**src/rtl/spi_slave_pkg.sv**
```systemverilog
// Shared definitions for the SPI slave peripheral.
// Holds the register offsets, the STATUS/CTRL bit positions and the
// FSM state encoding so the RTL and any software-facing views agree.
package spi_slave_pkg;

  localparam logic [3:0] ADDR_TXDATA = 4'h0;
  localparam logic [3:0] ADDR_RXDATA = 4'h2;
  localparam logic [3:0] ADDR_STATUS = 4'h4;
  localparam logic [3:0] ADDR_CTRL   = 4'h6;

  localparam int STAT_RX_VALID = 0;
  localparam int STAT_TX_FULL  = 1;
  localparam int STAT_OVERRUN  = 2;
  localparam int STAT_BUSY     = 3;

  localparam int CTRL_ENABLE  = 0;
  localparam int CTRL_CLR_OVR = 1;

  typedef enum logic [0:0] {
    ST_IDLE  = 1'b0,
    ST_SHIFT = 1'b1
  } state_t;

endpackage

```
**src/rtl/spi_sync.sv**
```systemverilog
// Two-flop synchronizer for one asynchronous input, with single-cycle
// rise/fall pulses derived from the synchronized level.
// Ports:
//   clk  - system clock
//   rst  - synchronous active-high reset (clears all stages)
//   d    - asynchronous input
//   q    - synchronized level
//   rise - one-cycle pulse on a 0->1 transition of q
//   fall - one-cycle pulse on a 1->0 transition of q
module spi_sync (
  input  logic clk,
  input  logic rst,
  input  logic d,
  output logic q,
  output logic rise,
  output logic fall
);

  logic meta;
  logic q_d;

  always_ff @(posedge clk) begin
    if (rst) begin
      meta <= 1'b0;
      q    <= 1'b0;
      q_d  <= 1'b0;
    end else begin
      meta <= d;
      q    <= meta;
      q_d  <= q;
    end
  end

  assign rise = q & ~q_d;
  assign fall = ~q & q_d;

endmodule

```
**src/rtl/peripheral_spi_slave.sv**
```systemverilog
// SPI mode-0 slave with a small register interface on the J1 bus.
// Ports:
//   clk, rst          - system clock, synchronous active-high reset
//   d_in, cs, addr,
//   rd, wr            - register bus (only d_in[7:0] is used)
//   d_out             - registered read data (1-cycle latency)
//   sck, ss, mosi     - SPI inputs, asynchronous to clk
//   miso              - SPI output, 0 while idle
//
// state    | meaning
// ---------+-----------------------------------------------------------
// ST_IDLE  | no frame; miso held at 0, waiting for ss fall with enable
// ST_SHIFT | frame active; shifting on synchronized sck edges
module peripheral_spi_slave
  import spi_slave_pkg::*;
#(
  parameter int         FRAME_BITS = 8,
  parameter logic [7:0] IDLE_BYTE  = 8'hFF
) (
  input  logic        clk,
  input  logic        rst,
  input  logic [15:0] d_in,
  input  logic        cs,
  input  logic [3:0]  addr,
  input  logic        rd,
  input  logic        wr,
  output logic [15:0] d_out,
  input  logic        sck,
  input  logic        ss,
  input  logic        mosi,
  output logic        miso
);

  localparam int                CNT_W    = $clog2(FRAME_BITS);
  localparam logic [CNT_W-1:0]  LAST_BIT = CNT_W'(FRAME_BITS - 1);

  logic unused_sck_level;
  logic sck_rise, sck_fall;
  logic ss_s, ss_rise, ss_fall;
  logic mosi_meta, mosi_s;

  spi_sync u_sync_sck (
    .clk  (clk),
    .rst  (rst),
    .d    (sck),
    .q    (unused_sck_level),
    .rise (sck_rise),
    .fall (sck_fall)
  );

  spi_sync u_sync_ss (
    .clk  (clk),
    .rst  (rst),
    .d    (ss),
    .q    (ss_s),
    .rise (ss_rise),
    .fall (ss_fall)
  );

  // mosi shares the sck latency so the sample lines up with sck_rise
  always_ff @(posedge clk) begin
    if (rst) begin
      mosi_meta <= 1'b0;
      mosi_s    <= 1'b0;
    end else begin
      mosi_meta <= mosi;
      mosi_s    <= mosi_meta;
    end
  end

  state_t           state;
  logic [7:0]       shreg;
  logic [CNT_W-1:0] bit_cnt;
  logic             reload_pend;
  logic [7:0]       tx_hold;
  logic             tx_full;
  logic [7:0]       rx_data;
  logic             rx_valid;
  logic             overrun;
  logic             enable;

  logic unused_d_in_hi;
  assign unused_d_in_hi = ^d_in[15:8];

  logic tx_wr, ctrl_wr, rx_rd, rd_sel;
  assign rd_sel  = cs & rd;
  assign tx_wr   = cs & wr & (addr == ADDR_TXDATA);
  assign ctrl_wr = cs & wr & (addr == ADDR_CTRL);
  assign rx_rd   = rd_sel & (addr == ADDR_RXDATA);

  logic [7:0] rx_next;
  logic [7:0] load_byte;
  logic       entry, reload, tx_take, byte_done;

  assign rx_next   = {shreg[6:0], mosi_s};
  assign load_byte = tx_full ? tx_hold : IDLE_BYTE;
  assign entry     = (state == ST_IDLE) & ss_fall & enable;
  // ss rising takes priority over any sck edge seen in the same cycle
  assign reload    = (state == ST_SHIFT) & ~ss_rise & sck_fall & reload_pend;
  assign tx_take   = (entry | reload) & tx_full;
  assign byte_done = (state == ST_SHIFT) & ~ss_rise & sck_rise & (bit_cnt == LAST_BIT);

  logic [15:0] status_word;
  logic [15:0] rd_data;

  always_comb begin
    status_word                = 16'h0000;
    status_word[STAT_RX_VALID] = rx_valid;
    status_word[STAT_TX_FULL]  = tx_full;
    status_word[STAT_OVERRUN]  = overrun;
    status_word[STAT_BUSY]     = ~ss_s;
  end

  always_comb begin
    rd_data = 16'h0000;
    case (addr)
      ADDR_RXDATA: rd_data = {8'h00, rx_data};
      ADDR_STATUS: rd_data = status_word;
      default:     rd_data = 16'h0000;
    endcase
  end

  always_ff @(posedge clk) begin
    if (rst) begin
      state       <= ST_IDLE;
      shreg       <= 8'h00;
      bit_cnt     <= '0;
      reload_pend <= 1'b0;
      miso        <= 1'b0;
      tx_hold     <= 8'h00;
      tx_full     <= 1'b0;
      rx_data     <= 8'h00;
      rx_valid    <= 1'b0;
      overrun     <= 1'b0;
      enable      <= 1'b0;
      d_out       <= 16'h0000;
    end else begin
      if (ctrl_wr)
        enable <= d_in[CTRL_ENABLE];

      // tx_take needs tx_full=1, which also blocks a write, so the two never collide
      if (tx_take) begin
        tx_full <= 1'b0;
      end else if (tx_wr && !tx_full) begin
        tx_hold <= d_in[7:0];
        tx_full <= 1'b1;
      end

      if (rd_sel)
        d_out <= rd_data;

      // completion beats a simultaneous read: the reader gets the old byte
      if (byte_done) begin
        rx_data  <= rx_next;
        rx_valid <= 1'b1;
      end else if (rx_rd) begin
        rx_valid <= 1'b0;
      end

      if (ctrl_wr && d_in[CTRL_CLR_OVR])
        overrun <= 1'b0;
      else if (byte_done && rx_valid && !rx_rd)
        overrun <= 1'b1;

      case (state)
        ST_IDLE: begin
          miso        <= 1'b0;
          bit_cnt     <= '0;
          reload_pend <= 1'b0;
          if (entry) begin
            state <= ST_SHIFT;
            shreg <= load_byte;
            miso  <= load_byte[7];
          end
        end
        ST_SHIFT: begin
          if (ss_rise) begin
            state       <= ST_IDLE;
            bit_cnt     <= '0;
            reload_pend <= 1'b0;
            miso        <= 1'b0;
          end else if (sck_rise) begin
            shreg   <= rx_next;
            bit_cnt <= bit_cnt + CNT_W'(1);
            if (bit_cnt == LAST_BIT) begin
              if (!enable) begin
                state <= ST_IDLE;
                miso  <= 1'b0;
              end else begin
                reload_pend <= 1'b1;
              end
            end
          end else if (sck_fall) begin
            if (reload_pend) begin
              shreg       <= load_byte;
              miso        <= load_byte[7];
              reload_pend <= 1'b0;
            end else begin
              miso <= shreg[7];
            end
          end
        end
        default: state <= ST_IDLE;
      endcase
    end
  end

endmodule

```
**config.mk**
```make
export PLATFORM = sky130hd
export DESIGN_NAME = peripheral_spi_slave
export DESIGN_NICKNAME = d
export VERILOG_FILES = /design/src/rtl/spi_slave_pkg.sv /design/src/rtl/spi_sync.sv /design/src/rtl/peripheral_spi_slave.sv
export SDC_FILE = /design/constraint.sdc
export NUM_CORES = 1
export LEC_CHECK = 0
export CORE_ASPECT_RATIO = 1.25
export CORE_MARGIN = 4
export CORE_UTILIZATION = 50
export CTS_CLUSTER_DIAMETER = 50
export DETAILED_ROUTE_END_ITERATION = 6
export PLACE_DENSITY = 0.78
export SYNTH_ARGS = -nofsm -noshare
export SYNTH_HDL_FRONTEND = slang
export SYNTH_SLANG_ARGS = --single-unit
export TNS_END_PERCENT = 30
```
**constraint.sdc**
```tcl
create_clock -name clk -period 2.8 [get_ports clk]
set_input_delay 0.56 -clock clk [delete_from_list [all_inputs] [get_ports clk]]
set_output_delay 0.56 -clock clk [all_outputs]
set_load 0.01 [all_outputs]
```
==> out/metrics.json, run 1 <==
{
  "finalPower": {"value": 1300, "unit": "uW"},
  "report.final.slew_viol_count": {"value": 0},
  "cap_viol_max_count": {"value": 0},
  "clockRootBuffer": {"value": "sky130_fd_sc_hd__clkbuf_8"},
  "critical_path.reg2reg.startpoint": {"value": "u_sync_sck.q_d"},
  "antennaDiodeCount": {"value": 0},
  "synth.lib_cells_used.distinct": {"value": 33},
  "setup-tns-final": {"value": 0, "unit": "ns"},
  "grt_pass1_vias": {"value": 1458},
  "drtPass1Iterations": {"value": 5},
  "cts-buffers-inserted": {"value": 5},
  "power_density_of_the_placed_cells": {"value": 511, "unit": "nW/um2"},
  "yosys_most_used_dff": {"value": "sky130_fd_sc_hd__dfxtp_1"},
  "routabilityCongestion": {"value": 0.789},
  "path_cells": {"value": "inv_1 > ha_1 > and2_1 > nand3_1 > nor3b_1 > o21a_1"},
  "grt_first_pass_wirelength": {"value": 6690, "unit": "um"},
  "holdCritStartpoint": {"value": "u_sync_sck.meta"},
  "relSlewSlack": {"value": 0.575},
  "start_util": {"value": 0.522},
  "cts_htree_levels": {"value": 2},
  "period_share": {"value": 0.710},
  "rsz0062_at_grt": {"value": "no"},
  "setup_failing_eps_final": {"value": 0},
  "initial_antenna_violation_count": {"value": 0},
  "critical_path.max_fanout": {"value": 12},
  "drc_errors": {"value": 0},
  "maximum_number_of_pins_on_one_net_before_global_route_repair": {"value": 51},
  "grt.total_usage": {"value": 0.162},
  "hold_violations": {"value": 0},
  "asyncSetResetFlopFracSynth": {"value": 0},
  "yosys-top-cells-count": {"value": "sky130_fd_sc_hd__dfxtp_1 (50), sky130_fd_sc_hd__nor2_1 (41), sky130_fd_sc_hd__mux2i_1 (26)"},
  "post_cts.resized_instances": {"value": 0},
  "fin_worst_skew": {"value": 0.00434, "unit": "ns"},
  "first_iter_violations": {"value": 89},
  "postCtsSetupBuffers": {"value": 0},
  "crit_path_end_kind": {"value": "register"},
  "overflow": {"value": 0},
  "worst_pin_slew": {"value": 0.636, "unit": "ns"},
  "layout.nets": {"value": 284},
  "synth.area.top_cells": {"value": "sky130_fd_sc_hd__dfxtp_1 (47%), sky130_fd_sc_hd__mux2i_1 (12%), sky130_fd_sc_hd__nor2_1 (7.2%)"},
  "die_w": {"value": 66.5, "unit": "um"},
  "post_route_cells_drive_above_1_share": {"value": 0.0672},
  "timing.critical_path.slowest_stage_cell": {"value": "sky130_fd_sc_hd__nand3_1"},
  "port_buffers": {"value": 28},
  "vias": {"value": 1616},
  "clk-insertion-delay-late": {"value": 0.30, "unit": "ns"},
  "dpl-instance-area": {"value": 2430, "unit": "um2"},
  "synth_enable_flop_cells": {"value": 0},
  "outcome": {"value": "completed"},
  "yosys_warnings": {"value": 0},
  "route.final.wire_length": {"value": 4070, "unit": "um"},
  "start_kind": {"value": "register"},
  "cts_tree": {"value": "built"},
  "die_area": {"value": 5400, "unit": "um2"},
  "worst-endpoint-arrival": {"value": 2.24, "unit": "ns"},
  "synth_area_leader_cell": {"value": "sky130_fd_sc_hd__dfxtp_1"},
  "critical_path_start_end_classification": {"value": "register to register"},
  "clock_transition_at_the_registers_of_the_reported_paths": {"value": 0.09, "unit": "ns"},
  "ctsLongestPathBuffers": {"value": 2},
  "hold_class": {"value": "register to register"},
  "synthDominantCellAreaShare": {"value": 0.468},
  "maxClockFrequency": {"value": 503, "unit": "MHz"},
  "vias_per_cell": {"value": 5.23},
  "worstSetupStartpoint": {"value": "u_sync_sck.q_d"},
  "static-leakage-power": {"value": 0.00106, "unit": "uW"},
  "io_pins": {"value": 45},
  "vdd_drop_max": {"value": 0.384, "unit": "mV"},
  "cp.required": {"value": 3.06, "unit": "ns"},
  "synthCells": {"value": 227},
  "syn_area_per_cell": {"value": 9.43, "unit": "um2"},
  "die-height": {"value": 81.2, "unit": "um"},
  "synthToLayoutAreaGrowth": {"value": 18.8, "unit": "%"},
  "final_std_cell_area_no_fill": {"value": 2540, "unit": "um2"},
  "detailedPlacementHpwl": {"value": 2920, "unit": "um"},
  "core_area": {"value": 4100, "unit": "um2"},
  "synth_area": {"value": 2140, "unit": "um2"},
  "detail-route-antenna-nets": {"value": 0},
  "synthMostInstantiatedCell": {"value": "sky130_fd_sc_hd__dfxtp_1"},
  "route.detailed.wl_per_inst": {"value": 13.2, "unit": "um"},
  "sequential_area_share_after_synthesis": {"value": 0.468},
  "finalCriticalPeriod": {"value": 1.99, "unit": "ns"},
  "cts.hold.buffers_added": {"value": 0},
  "tritoncts_num_sinks": {"value": 50},
  "crit_path_max_incr_delay": {"value": 0.55, "unit": "ns"},
  "synth.ff_latch_count": {"value": 50},
  "floorplan.rows": {"value": 26}
}
==> routing by layer <==
layer / GRT usage / vias to the layer above / part of all wire / wire length, um
met1: 0.201 / 756 / 0.45 / 1810
met4: 0.0488 / 0 / 0.011 / 46
li1: - / 821 / - / -
met5: 0 / - / 0 / 0
met2: 0.273 / 35 / 0.50 / 2040
met3: 0.0456 / 4 / 0.041 / 165
==> worst max-delay path: cells and delay by family (launching register included) <==
kind | cells | cell delay (ns)
adder cells (fa/ha/maj) | 1 | 0.15
buffers and inverters | 1 | 0.06
AO/OA/AOI/OAI | 1 | 0.13
flip-flops | 1 | 0.33
AND/OR/NAND/NOR | 3 | 1.28
==> cells by family after synthesis <==
logic type,synth area share
AND/OR/NAND/NOR,0.207
flip-flops,0.468
AO/OA/AOI/OAI,0.113
buffers and inverters,0.0649
multiplexers,0.122
adder cells (fa/ha/maj),0.0234
other,0.00175
==> worst paths after layout <==
path,end,slack [ns],cells past startpoint
max,overrun,0.81,6
min,u_sync_sck.q,0.44,1
max reg2reg,overrun,0.81,6
min reg2reg,u_sync_sck.q,0.44,1
==> where the power goes <==
group,internal [uW],switching [uW],total (uW)
Sequential,717,4.27,721
Combinational,35.4,33.2,68.6
Clock,268,243,511
==> sequential cells by signal, summed over array words and instances (netlist names) <==
name	flops
mosi_s	1
reload_pend	1
u_sync_ss.q_d	1
d_out	8
bit_cnt	3
rx_data	8
miso	1
u_sync_sck.q	1
state	1
mosi_meta	1
tx_full	1
tx_hold	8
u_sync_sck.q_d	1
u_sync_sck.meta	1
shreg	8
u_sync_ss.meta	1
rx_valid	1
enable	1
u_sync_ss.q	1
overrun	1
==> layout by cell type (no fill, tap or decap) <==
master,count
sky130_fd_sc_hd__a211oi_1,1
sky130_fd_sc_hd__mux2i_1,26
sky130_fd_sc_hd__nor3_1,1
sky130_fd_sc_hd__a311oi_1,2
sky130_fd_sc_hd__nor4bb_1,1
sky130_fd_sc_hd__and2_1,2
sky130_fd_sc_hd__conb_1,8
sky130_fd_sc_hd__nor3b_1,1
sky130_fd_sc_hd__clkinv_2,1
sky130_fd_sc_hd__and4bb_2,1
sky130_fd_sc_hd__o21a_1,1
sky130_fd_sc_hd__nand2_1,6
sky130_fd_sc_hd__nand3b_4,1
sky130_fd_sc_hd__a32oi_4,1
sky130_fd_sc_hd__a22oi_1,6
sky130_fd_sc_hd__inv_6,1
sky130_fd_sc_hd__nor4_1,2
sky130_fd_sc_hd__a21oi_1,7
sky130_fd_sc_hd__o21bai_1,1
sky130_fd_sc_hd__clkbuf_8,5
sky130_fd_sc_hd__dfxtp_1,50
sky130_fd_sc_hd__o311ai_0,1
sky130_fd_sc_hd__a31oi_1,1
sky130_fd_sc_hd__ha_1,4
sky130_fd_sc_hd__nor2b_1,14
sky130_fd_sc_hd__bufinv_16,1
sky130_fd_sc_hd__nand2b_1,3
sky130_fd_sc_hd__buf_4,5
sky130_fd_sc_hd__a222oi_1,4
sky130_fd_sc_hd__nand3_1,11
sky130_fd_sc_hd__nand2b_4,1
sky130_fd_sc_hd__o21ai_0,8
sky130_fd_sc_hd__inv_1,4
sky130_fd_sc_hd__nand4_1,2
sky130_fd_sc_hd__nor2_1,41
sky130_fd_sc_hd__clkdlybuf4s50_1,28
==> cell type report <==
cell class	instances	area [um2]
clock buffer	5	68.8
clock inverter	3	43.8
multi-input combinational	158	1030
timing repair buffer	33	318
fill	348	1560
tap	56	70.1
inverter	4	15.0
sequential	50	1000
==> stage by stage <==
| step | hold slack (ns) | instances | setup WS (ns) | utilization |
|---|---|---|---|---|
| 2_1_floorplan | 0.414 | 234 | 1.25 | - |
| 3_3_place_gp | 0.417 | 301 | 0.625 | 0.593 |
| 3_5_place_dp | 0.427 | 301 | 0.601 | 0.593 |
| 4_1_cts | 0.449 | 309 | 0.794 | 0.621 |
| 5_1_grt | 0.459 | 309 | 0.651 | 0.621 |
| 6_report | 0.444 | 309 | 0.812 | 0.621 |
No activity file was read; power rests on OpenSTA's default activity.
==> run 2: changes to the inputs <==
- clock period: 2.8 -> 1.9 ns (I/O delays scaled with it)
==> out/metrics.json, run 2 (same netlist as run 1, synthesis figures left out) <==
{
  "hold_class": {"value": "register to register"},
  "route.detailed.wl_per_inst": {"value": 12.3, "unit": "um"},
  "setup-tns-final": {"value": 0, "unit": "ns"},
  "report.final.slew_viol_count": {"value": 0},
  "setup_failing_eps_final": {"value": 0},
  "start_kind": {"value": "register"},
  "synthToLayoutAreaGrowth": {"value": 20.7, "unit": "%"},
  "die_w": {"value": 66.5, "unit": "um"},
  "tritoncts_num_sinks": {"value": 50},
  "cts.hold.buffers_added": {"value": 0},
  "path_cells": {"value": "inv_1 > ha_1 > o21bai_1 > a32oi_4 > mux2i_1 > nor2_1"},
  "ctsLongestPathBuffers": {"value": 2},
  "first_iter_violations": {"value": 123},
  "hold_violations": {"value": 0},
  "initial_antenna_violation_count": {"value": 0},
  "io_pins": {"value": 45},
  "cts_htree_levels": {"value": 2},
  "vdd_drop_max": {"value": 0.488, "unit": "mV"},
  "finalCriticalPeriod": {"value": 1.72, "unit": "ns"},
  "postCtsSetupBuffers": {"value": 0},
  "global_route.usage.met3": {"value": 0.0526},
  "drtPass1Iterations": {"value": 6},
  "cts_tree": {"value": "built"},
  "layout.nets": {"value": 288},
  "core_area": {"value": 4100, "unit": "um2"},
  "post-route-worst-setup-slack": {"value": 0.179, "unit": "ns"},
  "worst_hold_slack": {"value": 0.445, "unit": "ns"},
  "power_density_of_the_placed_cells": {"value": 730, "unit": "nW/um2"},
  "antennaDiodeCount": {"value": 0},
  "clk-insertion-delay-late": {"value": 0.30, "unit": "ns"},
  "fin_worst_skew": {"value": 0.00703, "unit": "ns"},
  "port_buffers": {"value": 28},
  "rsz0062_at_grt": {"value": "no"},
  "critical_path.max_fanout": {"value": 8},
  "layout.cells.most_common_list": {"value": "sky130_fd_sc_hd__dfxtp_1 (50), sky130_fd_sc_hd__nor2_1 (41), sky130_fd_sc_hd__clkdlybuf4s50_1 (28)"},
  "routabilityCongestion": {"value": 0.883},
  "cts-buffers-inserted": {"value": 5},
  "die-height": {"value": 81.2, "unit": "um"},
  "die_area": {"value": 5400, "unit": "um2"},
  "period_share": {"value": 0.906},
  "grt_util_met1": {"value": 0.198},
  "vias": {"value": 1651},
  "clock_transition_at_the_registers_of_the_reported_paths": {"value": 0.08, "unit": "ns"},
  "detailedPlacementHpwl": {"value": 2770, "unit": "um"},
  "maximum_number_of_pins_on_one_net_before_global_route_repair": {"value": 51},
  "clockRootBuffer": {"value": "sky130_fd_sc_hd__clkbuf_8"},
  "fill_cells": {"value": 336},
  "post_route_cells_drive_above_1_share": {"value": 0.0778},
  "cap_viol_max_count": {"value": 0},
  "overflow": {"value": 0},
  "layout_commonest_cell": {"value": "sky130_fd_sc_hd__dfxtp_1"},
  "post_cts.resized_instances": {"value": 0},
  "cp.required": {"value": 2.09, "unit": "ns"},
  "use_met2": {"value": 0.237},
  "grt_first_pass_wirelength": {"value": 6500, "unit": "um"},
  "outcome": {"value": "completed"},
  "grt.total_usage": {"value": 0.154},
  "crit_path_max_incr_delay": {"value": 0.40, "unit": "ns"},
  "pre_cts_ws": {"value": 0.0806, "unit": "ns"},
  "crit_path_end_kind": {"value": "register"},
  "start_util": {"value": 0.522},
  "static-leakage-power": {"value": 0.00107, "unit": "uW"},
  "worst-endpoint-arrival": {"value": 1.91, "unit": "ns"},
  "drc_errors": {"value": 0},
  "grt_pass1_vias": {"value": 1430},
  "floorplan.rows": {"value": 26},
  "critical_path_start_end_classification": {"value": "register to register"},
  "route.final.wire_length": {"value": 3860, "unit": "um"},
  "globalRoute.busiestLayer": {"value": "met2"},
  "vias_per_cell": {"value": 5.27},
  "core_occupancy_in_the_finished_layout": {"value": 0.630},
  "detail-route-antenna-nets": {"value": 0},
  "timing.critical_path.slowest_stage_cell": {"value": "sky130_fd_sc_hd__a32oi_4"},
  "maxClockFrequency": {"value": 581, "unit": "MHz"}
}
-- run 2: final cells by class --
cell class                 instances  area, um2  share of cell area
tap                               56       70.1              0.0271
timing repair buffer              37        360               0.139
sequential                        50       1000               0.387
multi-input combinational        158       1030               0.398
clock buffer                       6       72.6              0.0281
clock inverter                     2       37.5              0.0145
inverter                           4       15.0             0.00581
-- run 2: metal layers --
metal	vias up	wire, um
met2	49	1860
met3	6	215
met1	766	1720
li1	830	-
met4	0	63
met5	-	0
-- run 2: power by group --
group / switching [uW] / total (uW) / leakage, uW / internal, uW
sequential: 6.29 / 1060 / 0.000404 / 1060
combinational: 49.6 / 106 / 0.000619 / 56.9
clock: 326 / 719 / 0.0000514 / 392
total: 382 / 1890 / 0.00107 / 1510
-- run 2: metrics by stage --
step	instance area, um2	power [uW]	std cells
finish	2580	1890	313
global placement	2470	1190	305
CTS	2580	1910	313
detailed placement	2470	1190	305
floorplan	2170	1150	234
global route	2580	1970	313
-- run 2: final timing paths --
path                    to  slack [ns]  cells past startpoint           start
hold reg to reg     mosi_s        0.44                      1       mosi_meta
hold / removal      mosi_s        0.44                      1       mosi_meta
setup reg to reg  shreg[4]        0.18                      6  u_sync_sck.q_d
setup / recovery  shreg[4]        0.18                      6  u_sync_sck.q_d
-- run 2: critical path: cells and delay by family, from the launching register on --
family / cells / cell delay [ns]
compound gates: 2 / 0.61
fa+ha+maj: 1 / 0.30
flops: 1 / 0.35
buf+inv: 1 / 0.05
simple gates: 1 / 0.05
mux: 1 / 0.25
==> run 3: changes to the inputs <==
- CORE_UTILIZATION: 50 -> 45
- PLACE_DENSITY: 0.78 -> 0.72
- TNS_END_PERCENT: 30 -> 50
- clock period: 1.9 -> 2.2 ns (I/O delays scaled with it)
==> out/metrics.json, run 3 (same netlist as run 1, synthesis figures left out) <==
{
  "cts-buffers-inserted": {"value": 5},
  "rsz0062_at_grt": {"value": "no"},
  "vdd_drop_max": {"value": 0.335, "unit": "mV"},
  "ctsLongestPathBuffers": {"value": 2},
  "hold_class": {"value": "register to register"},
  "drc_errors": {"value": 0},
  "maximum_number_of_pins_on_one_net_before_global_route_repair": {"value": 18},
  "clock_transition_at_the_registers_of_the_reported_paths": {"value": 0.09, "unit": "ns"},
  "tritoncts_num_sinks": {"value": 50},
  "fin_worst_skew": {"value": 0.00510, "unit": "ns"},
  "critical_path.max_fanout": {"value": 12},
  "cp.required": {"value": 2.45, "unit": "ns"},
  "vias_per_cell": {"value": 5.09},
  "power_density_of_the_placed_cells": {"value": 603, "unit": "nW/um2"},
  "post-route-worst-setup-slack": {"value": 0.346, "unit": "ns"},
  "antennaDiodeCount": {"value": 0},
  "start_util": {"value": 0.476},
  "synthToLayoutAreaGrowth": {"value": 18.9, "unit": "%"},
  "finalCriticalPeriod": {"value": 1.85, "unit": "ns"},
  "route.final.wire_length": {"value": 3870, "unit": "um"},
  "post_cts.resized_instances": {"value": 0},
  "outcome": {"value": "completed"},
  "grt_pass1_vias": {"value": 1650},
  "worst-endpoint-arrival": {"value": 2.11, "unit": "ns"},
  "period_share": {"value": 0.843},
  "core_area": {"value": 4490, "unit": "um2"},
  "post_route_cells_drive_above_1_share": {"value": 0.0781},
  "layout_commonest_cell": {"value": "sky130_fd_sc_hd__dfxtp_1"},
  "hold_violations": {"value": 0},
  "critical_path_start_end_classification": {"value": "register to register"},
  "postCtsSetupBuffers": {"value": 0},
  "routabilityCongestion": {"value": 0.877},
  "cts.hold.buffers_added": {"value": 0},
  "clk-insertion-delay-late": {"value": 0.30, "unit": "ns"},
  "port_buffers": {"value": 28},
  "detailedPlacementHpwl": {"value": 2990, "unit": "um"},
  "cts_tree": {"value": "built"},
  "grt_first_pass_wirelength": {"value": 6960, "unit": "um"},
  "detail-route-antenna-nets": {"value": 0},
  "grt.total_usage": {"value": 0.141},
  "initial_antenna_violation_count": {"value": 0},
  "drtPass1Iterations": {"value": 4},
  "report.final.slew_viol_count": {"value": 0},
  "fill_cells": {"value": 408},
  "pre_cts_ws": {"value": 0.264, "unit": "ns"},
  "die_area": {"value": 5930, "unit": "um2"},
  "route.detailed.wl_per_inst": {"value": 12.3, "unit": "um"},
  "static-leakage-power": {"value": 0.00106, "unit": "uW"},
  "clockRootBuffer": {"value": "sky130_fd_sc_hd__clkbuf_8"},
  "floorplan.rows": {"value": 27},
  "cap_viol_max_count": {"value": 0},
  "overflow": {"value": 0},
  "start_kind": {"value": "register"},
  "first_iter_violations": {"value": 68},
  "vias": {"value": 1598},
  "setup_failing_eps_final": {"value": 0},
  "maxClockFrequency": {"value": 539, "unit": "MHz"},
  "die_w": {"value": 69.7, "unit": "um"},
  "crit_path_end_kind": {"value": "register"},
  "finalPower": {"value": 1530, "unit": "uW"},
  "setup-tns-final": {"value": 0, "unit": "ns"},
  "worst_hold_slack": {"value": 0.441, "unit": "ns"},
  "layout.cells.most_common_list": {"value": "sky130_fd_sc_hd__dfxtp_1 (50), sky130_fd_sc_hd__nor2_1 (41), sky130_fd_sc_hd__clkdlybuf4s50_1 (28)"},
  "layout.nets": {"value": 287},
  "cts_htree_levels": {"value": 2},
  "io_pins": {"value": 45},
  "die-height": {"value": 85.1, "unit": "um"}
}
==> run 3: cell types whose count changed in the layout (fill, tap and decap cells not counted) <==
cell                        previous run  this run
sky130_fd_sc_hd__buf_12                1         0
sky130_fd_sc_hd__bufinv_16             1         0
sky130_fd_sc_hd__clkbuf_1              1         0
sky130_fd_sc_hd__clkinv_2              0         1
sky130_fd_sc_hd__clkinv_4              0         1
==> run 3: path summary, 6_finish.rpt <==
| path | start | endpoint | slack [ns] | cells after the start |
|---|---|---|---|---|
| worst max-delay path | u_sync_sck.q_d | overrun | 0.35 | 7 |
| worst min-delay path | mosi_meta | mosi_s | 0.44 | 1 |
| worst max register to register | u_sync_sck.q_d | overrun | 0.35 | 7 |
| worst min register to register | mosi_meta | mosi_s | 0.44 | 1 |
==> run 3: critical path, cell delays in order, from the launching register on <==
cell	delay, ns
sky130_fd_sc_hd__dfxtp_1	0.33
sky130_fd_sc_hd__inv_1	0.05
sky130_fd_sc_hd__ha_1	0.38
sky130_fd_sc_hd__and2_1	0.39
sky130_fd_sc_hd__nand3_1	0.12
sky130_fd_sc_hd__buf_4	0.20
sky130_fd_sc_hd__nor3b_1	0.20
sky130_fd_sc_hd__o21a_1	0.14
==> run 3: cell type report <==
class / instances / area (um2) / share of cell area
multi-input cells: 158 / 1030 / 0.403
flip-flops and latches: 50 / 1000 / 0.393
repair buffers: 36 / 340 / 0.134
well taps: 58 / 72.6 / 0.0285
clock buffers: 5 / 68.8 / 0.0270
clock inverters: 3 / 21.3 / 0.00835
inverters: 4 / 15.0 / 0.00590
==> run 3: layer usage <==
metal  vias up  GRT usage  part of all wire
li1        826          -                 -
met1       725      0.158              0.46
met5         -          0                 0
met4         0     0.0697             0.020
met2        40      0.250              0.47
met3         7     0.0332             0.048
==> run 3: where the power goes <==
| part | internal [uW] | switching, uW |
|---|---|---|
| Clock | 224 | 303 |
| Combinational | 47.9 | 42.5 |
| Sequential | 912 | 5.37 |
| Total | 1180 | 350 |
==> run 3: through the flow <==
step                      utilization  instance area [um2]  std cells
after floorplan                     -                 2170        234
after global placement          0.547                 2460        306
after detailed placement        0.547                 2460        306
after CTS                       0.567                 2550        314
after global routing            0.567                 2550        314
final                           0.567                 2550        314
